`src/rtl/mux4_rr_arbiter.sv`:
```
// Four-way round-robin arbiter driving a shared 1-bit mux.
// Define ARB_TIMEOUT_EN to bound each ownership to HOLD_MAX cycles.
module mux4_rr_arbiter #(
    parameter int HOLD_MAX = 8
) (
    input  logic       clk,
    input  logic       rst,
    input  logic [3:0] req,
    input  logic [3:0] in,
    output logic [3:0] gnt,
    output logic [1:0] sel,
    output logic       busy,
    output logic       out
);

    localparam logic [0:0] IDLE  = 1'b0;
    localparam logic [0:0] OWNED = 1'b1;

    logic [0:0] r_state;
    logic [3:0] r_gnt;
    logic [1:0] r_sel;
    logic       r_busy;
    logic [1:0] r_ptr;

    logic       w_drop;
    logic       w_preempt;
    logic       w_handoff;
    logic [1:0] w_base;
    logic [7:0] w_dbl;
    logic [3:0] w_rot;
    logic [1:0] w_off;
    logic [1:0] w_win;
    logic       w_any;

    assign w_drop = r_busy && !req[r_sel];

`ifdef ARB_TIMEOUT_EN
    logic [7:0] r_hold;

    // Preempt only when someone else is waiting; otherwise keep the grant.
    assign w_preempt = r_busy && req[r_sel]
                    && (r_hold == 8'(HOLD_MAX))
                    && (|(req & ~r_gnt));
`else
    assign w_preempt = 1'b0;
`endif

    assign w_handoff = w_drop | w_preempt;

    // On handoff the releasing owner drops to lowest priority.
    assign w_base = w_handoff ? (r_sel + 2'd1) : r_ptr;
    assign w_dbl  = {req, req} >> w_base;
    assign w_rot  = w_dbl[3:0];
    assign w_any  = |req;

    always_comb begin
        w_off = 2'd3;
        if (w_rot[0])      w_off = 2'd0;
        else if (w_rot[1]) w_off = 2'd1;
        else if (w_rot[2]) w_off = 2'd2;
    end

    assign w_win = w_base + w_off;

    always_ff @(posedge clk) begin
        if (rst) begin
            r_state <= IDLE;
            r_gnt   <= 4'd0;
            r_sel   <= 2'd0;
            r_busy  <= 1'b0;
            r_ptr   <= 2'd0;
`ifdef ARB_TIMEOUT_EN
            r_hold  <= 8'd0;
`endif
        end else begin
            case (r_state)
                IDLE: begin
                    if (w_any) begin
                        r_state <= OWNED;
                        r_gnt   <= 4'd1 << w_win;
                        r_sel   <= w_win;
                        r_busy  <= 1'b1;
`ifdef ARB_TIMEOUT_EN
                        r_hold  <= 8'd1;
`endif
                    end
                end
                OWNED: begin
                    if (w_handoff) begin
                        r_ptr <= r_sel + 2'd1;
                        if (w_any) begin
                            r_gnt  <= 4'd1 << w_win;
                            r_sel  <= w_win;
`ifdef ARB_TIMEOUT_EN
                            r_hold <= 8'd1;
`endif
                        end else begin
                            r_state <= IDLE;
                            r_gnt   <= 4'd0;
                            r_sel   <= 2'd0;
                            r_busy  <= 1'b0;
`ifdef ARB_TIMEOUT_EN
                            r_hold  <= 8'd0;
`endif
                        end
                    end else begin
`ifdef ARB_TIMEOUT_EN
                        if (r_hold != 8'(HOLD_MAX))
                            r_hold <= r_hold + 8'd1;
`endif
                    end
                end
                default: begin
                    r_state <= IDLE;
                    r_gnt   <= 4'd0;
                    r_sel   <= 2'd0;
                    r_busy  <= 1'b0;
                end
            endcase
        end
    end

    assign gnt  = r_gnt;
    assign sel  = r_sel;
    assign busy = r_busy;
    assign out  = r_busy ? in[r_sel] : 1'b0;

endmodule

```
`config.mk`:
```
export PLATFORM = sky130hd
export DESIGN_NAME = mux4_rr_arbiter
export DESIGN_NICKNAME = d
export VERILOG_FILES = /design/src/rtl/mux4_rr_arbiter.sv
export SDC_FILE = /design/constraint.sdc
export NUM_CORES = 1
export LEC_CHECK = 0
export ABC_AREA = 1
export CAP_MARGIN = 30
export CELL_PAD_IN_SITES_DETAIL_PLACEMENT = 0
export CELL_PAD_IN_SITES_GLOBAL_PLACEMENT = 1
export CORE_ASPECT_RATIO = 1.25
export CORE_MARGIN = 2
export CORE_UTILIZATION = 30
export CTS_CLUSTER_DIAMETER = 100
export CTS_CLUSTER_SIZE = 14
export DETAILED_ROUTE_END_ITERATION = 6
export PLACE_DENSITY_LB_ADDON = 0.3
export SETUP_SLACK_MARGIN = 0.4
export SYNTH_ARGS = -nofsm -noshare
export SYNTH_HDL_FRONTEND = slang
export SYNTH_SLANG_ARGS = --single-unit
```
`constraint.sdc`:
```
create_clock -name clk -period 2.6 [get_ports clk]
set_input_delay 0.52 -clock clk [delete_from_list [all_inputs] [get_ports clk]]
set_output_delay 0.52 -clock clk [all_outputs]
set_load 0.03 [all_outputs]
```
==> run metrics <==
Worst Clk Skew=0.00351 ns; maximum vdd ir drop=0.364 mV; Reg2Reg Setup Slack=0.53 ns; fin. max-slew vios=0; Adder-Cell Fraction of Synth Area=between 1 and 1.5%; crit-path max cell delay=0.77 ns; xor and xnor area share after synthesis=1.04%; Die W=51.3 um; Hold Path Stages=2; Post-Synth Simple-Gate Area=51.8%; Residual DRC=0; Boundary Pins=18; Clock transition at path regs=about 0.060 ns; max_slew headroom=64.7%; run status=completed; period utilisation layout=about 83%; area of the multi-input gates=~700 um2; via/cell ratio=4.73; Leakage Power=0.629 nW; Diodes inserted=0; Hold Crit Endpoint=gnt[3]$_SDFFE_PP0P_; placement-stage worst setup slack=-0.0964 ns; Num CTS Buffers=3; Pre-antenna DRT Iters=4; pin count of the biggest net entering global routing=10; initial antenna violation count=0; crit path DAT=1.64 ns; crit-path cells=clkdlybuf4s50_1; Least-Margin Pin Slew=0.528 ns; FF+latch count, synth=10; sequential area share after synthesis=23.9%; GRT Overall Usage=15.2%; layout cells sized above 1=a little over two fifths; Post-Syn Nets=140; Routed Antenna Nets=0; min Tclk post-route=2.16 ns; max-cap violation count=0; CTS tree=built; drt wl/cell=11.2 um; core area=around 0.0027 mm2; CP Max Fanout=7; worst r2r dst=gnt[3]$_SDFFE_PP0P_; Hold Path Class=register to register; gp weighted congestion=0.762; grt total ovfl=0; synthesis-to-finish area growth=67.3%; post-synthesis mux area share=0%; CP top delay family=buffers and inverters; final worst slack=0.438 ns; total number of vias=980; Mapped Cells=129; RSZ-0062 raised after global routing=true; clk_lat worst skew=about 0.26 ns; R2R depth=17; overall power=0.909 mW; Bufs and invs on worst path=1; slowest CP cell=clkdlybuf4s50_1; Sinks on Clock Net=10; Fmax=463 MHz; Post-CTS Hold Buffers=0; port bufs=17; Synth Cell Area=838 um2; global-route wire length before repair=3990 um; fillers=279; CTS Root Cell=clkbuf_4; compound-cell area share of the yosys netlist=11.6%; Setup crit end kind=output pin; Distinct cells, synth=22; Longest Clk Path Bufs=2; power per cell area=between 600 and 700 mW/mm2; final hold vios=0; yosys warns=0; H-tree Lvls=1; # rows=21; nets@finish=roughly 190; vias in the first global route=~960; Hold Path Origin=gnt[3]$_SDFFE_PP0P_; Final Setup Violations=0; RR Startpoint=sel[0]$_SDFFE_PP0P_; Die Y-Extent=~63 um; crit path kind=register to output pin; HPWL after DPL=1620 um; largest family of logic cells by synthesized area=simple AND/OR/NAND/NOR gates; syn_area_per_cell=6.50 um2; Die Outline Area=between 0.003 and 0.004 mm2; final wirelength=roughly 2300 um; initial DRC count=19; FF/Latch Area=just over 200 um2; startpoint class of the critical path=register; CP required=2.08 ns; Initial Utilization=between 30% and 40%
-- repair_timing --
action,4_1_cts,5_1_grt
gates resized for setup,22,22
pin swaps,14,18
setup buffers,5,6
setup endpoints to repair,6,7
-- through the flow --
step | std cells | utilization, % | setup TNS [ns] | hold WS [ns] | instance area [um2]
after global routing | 207 | 52.3 | 0 | 0.489 | 1400
final | 207 | 52.3 | 0 | 0.474 | 1400
after floorplan | 129 | - | 0 | 0.490 | 840
after CTS | 201 | 48.0 | 0 | 0.475 | 1290
after detailed placement | 193 | 42.9 | -0.372 | 0.464 | 1150
after global placement | 193 | 42.9 | -0.0184 | 0.460 | 1150
-- flip-flops by register name, indices dropped and copies added, names as in the netlist --
name and cells:
busy 1, gnt 4, r_state 1, r_ptr 2, sel 2
-- synthesized netlist by cell type (all sizes together) --
master	number	share of area [%]
o21ai	5	3.4
xnor2	1	1.0
o211ai	2	1.8
dfxtp	10	24
clkbuf	1	0.45
nor4	1	0.75
nand3	32	23
inv	18	8.4
ha	1	1.5
a21oi	7	5.5
a21boi	1	0.90
buf	1	1.3
nor2	8	3.6
nand2	41	25
-- per-layer routing --
metal	global-route usage, %	wire, um	vias to the layer above
li1	-	-	516
met1	19.7	1010	440
met2	26.3	1190	16
met3	0.948	51	8
met4	4.93	61	0
met5	0	0	-
-- power by group --
group          internal (mW)  switching [mW]  total (mW)  leakage [nW]
clock network         0.0532          0.0481       0.101        0.0138
logic                  0.267           0.330       0.596         0.532
registers              0.180          0.0313       0.211        0.0835
total                  0.500           0.409       0.909         0.629
-- logic make-up after synthesis --
group / after synthesis
xor gates and xnor gates: 1
AOI/OAI and AO/OA: 15
and+or+nand+nor: 82
buffers and inverters: 20
DFF: 10
adders and majority gates: 1
-- layout by cell type (no fill, tap or decap), drive strengths merged --
cell,instances
nand2,41
inv,18
clkbuf,4
dlygate4sd2,3
a21oi,7
clkdlybuf4s50,12
nand3,32
nor4,1
clkdlybuf4s15,1
xnor2,1
o211ai,2
a21boi,1
nor2,8
o21ai,5
dfxtp,10
ha,1
buf,26
-- worst max-delay path by stage --
| stage | from | endpoint | slack, ns | depth (start not counted) |
|---|---|---|---|---|
| CTS | in[0] | out | 0.33 | 6 |
| floorplan | sel[1]$_SDFFE_PP0P_ | gnt[1]$_SDFFE_PP0P_ | 0.47 | 17 |
| finish | busy$_SDFFE_PP0P_ | busy | 0.44 | 1 |
| global route | busy$_SDFFE_PP0P_ | busy | 0.38 | 1 |
| detailed placement | req[1] | gnt[2]$_SDFFE_PP0P_ | -0.1 | 17 |
| global placement | req[1] | gnt[2]$_SDFFE_PP0P_ | -0.01 | 18 |
-- final cells by class --
| cell class | count | area share (%) |
|---|---|---|
| repair buffers | 43 | 25.7 |
| flip-flops and latches | 10 | 14.6 |
| well taps | 34 | 3.03 |
| clock buffers | 3 | 1.61 |
| inverters | 18 | 5.00 |
| multi-input cells | 99 | 50.0 |
Power figures use the tool's default switching activity.
==> edit 1 (same flow settings) <==
Add a define of `ARB_TIMEOUT_EN`.
--- a/src/rtl/mux4_rr_arbiter.sv
+++ b/src/rtl/mux4_rr_arbiter.sv
@@ -1,5 +1,7 @@
 // Four-way round-robin arbiter driving a shared 1-bit mux.
 // Define ARB_TIMEOUT_EN to bound each ownership to HOLD_MAX cycles.
+`define ARB_TIMEOUT_EN
+
 module mux4_rr_arbiter #(
     parameter int HOLD_MAX = 8
 ) (
Formal check against the unedited RTL: not equivalent (Yosys sat finds a counterexample within 10 cycles, from zero or initial values and one cycle with rst high).
==> edit 1 against the unedited design <==
- setup slack got worse by 92 ps
- wire length rose by 78%
- register-to-register slack got worse by 180 ps
- total power rose by 20%
- design area rose by 58%
- sequential power rose by 58%
- sequential cell count rose by 8
- fmax fell by 4.1%
- area after synthesis rose by 57%
==> edit 1: results (changes against the unedited design) <==
CTS buffer count 3 (unchanged); Post-Route WL 4.117 mm (+78%); clock slew at reported path FFs 70 ps; largest net degree at the start of global routing 11 (+1); clock latency on the worst-skew pair 260 ps (about the same); syn nets 218 (+56%); CP max FO 6 (-1); vias in the first global route 1575 (+64%); DR vias 1539 (+57%); initial antenna violation count 0 (unchanged); H-tree levels 1 (unchanged); max FFs per register 8 (+4); fraction of registers with async set/reset 0% (unchanged); Hold WC Path Type flop to flop; register area share after synthesis 27.40% (+3.5 points); Placed Area 1750 um2 (+52%); maximum clock path buffer count 2 (unchanged); largest register by flop count r_hold; detailed placement HPWL 2.900 mm (+79%); syn avg cell area 6.446 um2 (-0.81%); dpl cells 302 (+56%); IO Port Bufs 17 (unchanged); GR Util met3 1.719% (+0.77 points); crit path DAT 2440 ps (+800 ps); clock skew 3.273 ps (-0.2413 ps); Area contributors post-synth dfxtp_1 (27%), nand2_1 (14%), nand3_1 (11%); grt met2 use 35.32% (+9.0 points); routed len/inst 12.63 um (+13%); Peak VDD IR 0.0002057 V (-43%); post-synth cell types 29 (+32%); Worst slew margin 78.65% (+14 points); Synth Warn # 0 (unchanged); Final #Nets 285 (+53%); First-pass DRT Iterations 4 (unchanged); commonest cells in the netlist nand2_1 (49), inv_1 (31), nand3_1 (29); drt first-iter violations 38 (+19); first-pass GRT wire length 6.934 mm (+74%); DP Worst Slack -233.9 ps (-137.4 ps); run status completed; fraction of layout cells with a size suffix above 1 44.81% (+2.0 points); CTS root buffer clkbuf_8; met1 GRT Util 18.42% (-1.2 points); leak pwr 0.9560 nW (+52%); GRT Total Usage 17.65% (+2.5 points); gpl congestion 0.8765 (+15%); Antenna Cells 0 (unchanged)
## edit 1: cell types whose count changed after synthesis, sizes merged, moves of 3 or more
| cell | unedited run | this run |
|---|---|---|
| nor3 | 0 | 5 |
| nor3b | 0 | 3 |
| o21ai | 5 | 11 |
| nand2 | 41 | 59 |
| a21oi | 7 | 15 |
| dfxtp | 10 | 18 |
| inv | 18 | 35 |
| ha | 1 | 4 |
| nor2 | 8 | 13 |
## edit 1: repair_timing
| action | 4_1_cts | 5_1_grt |
|---|---|---|
| endpoints found under the setup margin | 12 | 14 |
| pin swaps | 16 | 28 |
| resized for setup | 40 | 45 |
| buffers inserted | 14 | 6 |
## edit 1: layer usage
layer	wire length, um	share of wire (%)	vias to the layer above
met3	64	1.6	9
met1	1596	39	722
met4	105	2.6	0
li1	-	-	790
met5	0	0	-
met2	2350	57	18
## edit 1: power by group
group          internal, mW  leakage (nW)  switching (mW)
clock                 0.135        0.0288          0.0999
combinational         0.235         0.778           0.285
sequential            0.300         0.150          0.0337
total                 0.669         0.956           0.419
## edit 1: area by class of cell
type / count / area (um2)
clock buffer: 4 / 55.05
fill: 439 / 1949
inverter: 35 / 138.9
multi-input combinational: 149 / 1056
sequential: 18 / 370.4
tap: 56 / 70.07
timing repair buffer: 64 / 524.3
## edit 1: worst paths after layout
path	start	end	slack (ps)	depth (start not counted)
hold / removal	gnt[0]	gnt[0]	500	2
setup / recovery	r_hold[1]	sel[1]	350	19
setup reg to reg	r_hold[1]	sel[1]	350	19
hold reg to reg	gnt[0]	gnt[0]	500	2
## edit 1: logic make-up (layout without fill, tap and decap cells)
logic type	after synthesis	after routing	synth area share, %
flip-flops	18	18	27.40
buffers and inverters	37	103	11.13
XOR/XNOR	2	2	1.332
AO/OA/AOI/OAI	30	30	12.75
adder cells (fa/ha/maj)	4	4	3.806
AND/OR/NAND/NOR	113	113	43.58
## edit 1: critical path: stages (launching register included)
cell,delay (ps)
dfxtp_2,320
inv_2,70
ha_4,150
nand3_4,90
nor2_4,150
nand2_2,80
nand2_4,130
nand2_8,110
nand2_8,120
nand2_4,80
nand2_2,70
nand3_2,80
nand2_2,80
nand2_2,60
nand2_2,70
ha_4,150
nand3_1,80
nand2_2,110
nand2_1,60
a21oi_1,130
==> edit 2 (config.mk and constraints unchanged) <==
Without the edit above. Make the reset (`rst`) asynchronous in one clocked block.
--- a/src/rtl/mux4_rr_arbiter.sv
+++ b/src/rtl/mux4_rr_arbiter.sv
@@ -62,7 +62,7 @@
 
     assign w_win = w_base + w_off;
 
-    always_ff @(posedge clk) begin
+    always_ff @(posedge clk or posedge rst) begin
         if (rst) begin
             r_state <= IDLE;
             r_gnt   <= 4'd0;
Formal check against the unedited RTL: differs if rst is asserted again (counterexample within 4 cycles, from zero or initial values and one cycle with rst high); with rst held inactive, the same outputs for 10 cycles.
==> edit 2 against the unedited design <==
- setup slack improved by 7.2 ps
- area after synthesis decreased by 5.4%
- design area decreased by 6.3%
- wire length decreased by 0.48%
- clock skew increased by 2.3 ps
- via count decreased by 7.8%
- sequential cell count unchanged
- critical endpoint is now gnt[3]
Power is left out: the tool's default activity adds up to more than one toggle a clock period on the data nets, which glitch-free logic cannot reach.
==> edit 2: results (changes against the unedited design) <==
Placed Area 1076 um2 (-6.4%); CTS buffer count 3 (unchanged); post-synth cell types 19 (-14%); Area contributors post-synth dfrtp_1 (32%), nand2_1 (20%), nand3_1 (8.8%); hold wc startpoint gnt[1]; vias in the first global route 833 (-13%); Syn Inst Count 120 (-7.0%); #MultiIn Comb 94 (-5.1%); crit path from sel[1]; Inverters, non-clock 15 (-3); vias per inst 4.708 (-0.55%); Final #Nets 172 (-7.5%); dpl cells 180 (-6.7%); clock slew at reported path FFs about 70 ps; NonClk Buf Share 23.81% (-1.9 points); GRT Total Usage 14.64% (-0.53 points); IO Port Bufs 17 (unchanged); endpoint of the worst hold path gnt[1]; commonest cells in the netlist nand2_1 (42), nand3_1 (14), inv_1 (13); clock-cell share of area 1.714% (+0.11 points); Slew @ Worst Pin 411.1 ps (-116.6 ps); Antenna Cells 0 (unchanged); Layout area overhead 65.62%; fraction of registers with async set/reset 100.0% (+100 points); register area share after synthesis 31.55% (+7.7 points); sequential fraction of total cell area 19.24% (+4.6 points); clock skew 5.835 ps (+2.321 ps); largest net degree at the start of global routing 11 (+1); syn nets 131 (-6.4%); max FFs per register 4 (unchanged); DR vias 904 (-7.8%); Synth Flop Type dfrtp_1; run status completed; multi-input combinational area share 47.62% (-2.4 points); fillcell total 253 (-9.3%); initial antenna violation count 0 (unchanged); DP Worst Slack -72.28 ps (+24.15 ps); Non-clk bufs 37 (-14%); first-pass GRT wire length 3.456 mm (-13%); routed len/inst 11.99 um (+7.3%); drt first-iter violations 12 (-7); FF-to-FF End gnt[3]; flop-to-flop setup slack 450 ps (-80 ps); worst r2r path cells 16 (-1); hold depth 2 (unchanged); detailed placement HPWL 1.512 mm (-6.7%); Fin Hold WS 482.8 ps (+9.074 ps); fraction of layout cells with a size suffix above 1 44.65% (+1.9 points); crit path DAT 2360 ps (+720 ps); gpl congestion 0.7590 (-0.37%)
edit 2: cell count changes in the layout (fill, tap and decap cells not counted), sizes merged, moves of 2 or more:
cell    before  now
nand3       32   16
inv         18   15
nor2         8   11
o211ai       2    0
o21ai        5   10
a21oi        7    0
dfxtp       10    0
buf         26   20
nand2       41   53
dfrtp        0   10
edit 2: critical path, cell delays in order, from the launching register on:
cell     delay (ps)
dfrtp_2         460
inv_1           110
nand3_2         120
nand2_4         130
nand2_8          90
o21ai_4         250
nand3_1         130
nand2_1          90
nand2_2          60
nand2_2          70
inv_2            50
ha_4            170
inv_2            70
nand3_2          80
nand2_2          80
nand3_2          50
nand2_1          80
edit 2: cells by family (layout without fill, tap and decap cells):
| kind of cell | after synthesis | after routing | synth area share [%] |
|---|---|---|---|
| xor+xnor | 1 | 1 | 1.104 |
| simple gates | 81 | 81 | 47.79 |
| compound gates | 11 | 11 | 9.150 |
| fa+ha+maj | 1 | 1 | 1.577 |
| flops | 10 | 10 | 31.55 |
| buf+inv | 16 | 55 | 8.833 |
edit 2: worst max-delay path by stage:
stage / to / slack [ps] / cells after the start
after floorplan: gnt[3] / 410 / 19
after global placement: gnt[1] / 9 / 19
after detailed placement: gnt[0] / -70 / 19
after CTS: out / 400 / 6
after global routing: gnt[1] / 290 / 16
final: gnt[3] / 450 / 16
edit 2: timing repair:
| item | 4_1_cts | 5_1_grt |
|---|---|---|
| resized for setup | 15 | 38 |
| pin swaps | 8 | 19 |
| setup endpoints to repair | 6 | 7 |
| setup buffers | 5 | 4 |
| cloned | 0 | 0 |
edit 2: layer usage:
layer	wire length, um	up-vias	global-route usage, %
met5	0	-	0
met4	33	0	7.143
met3	38	5	1.456
met2	1238	12	25.94
met1	991	430	17.91
li1	-	457	-
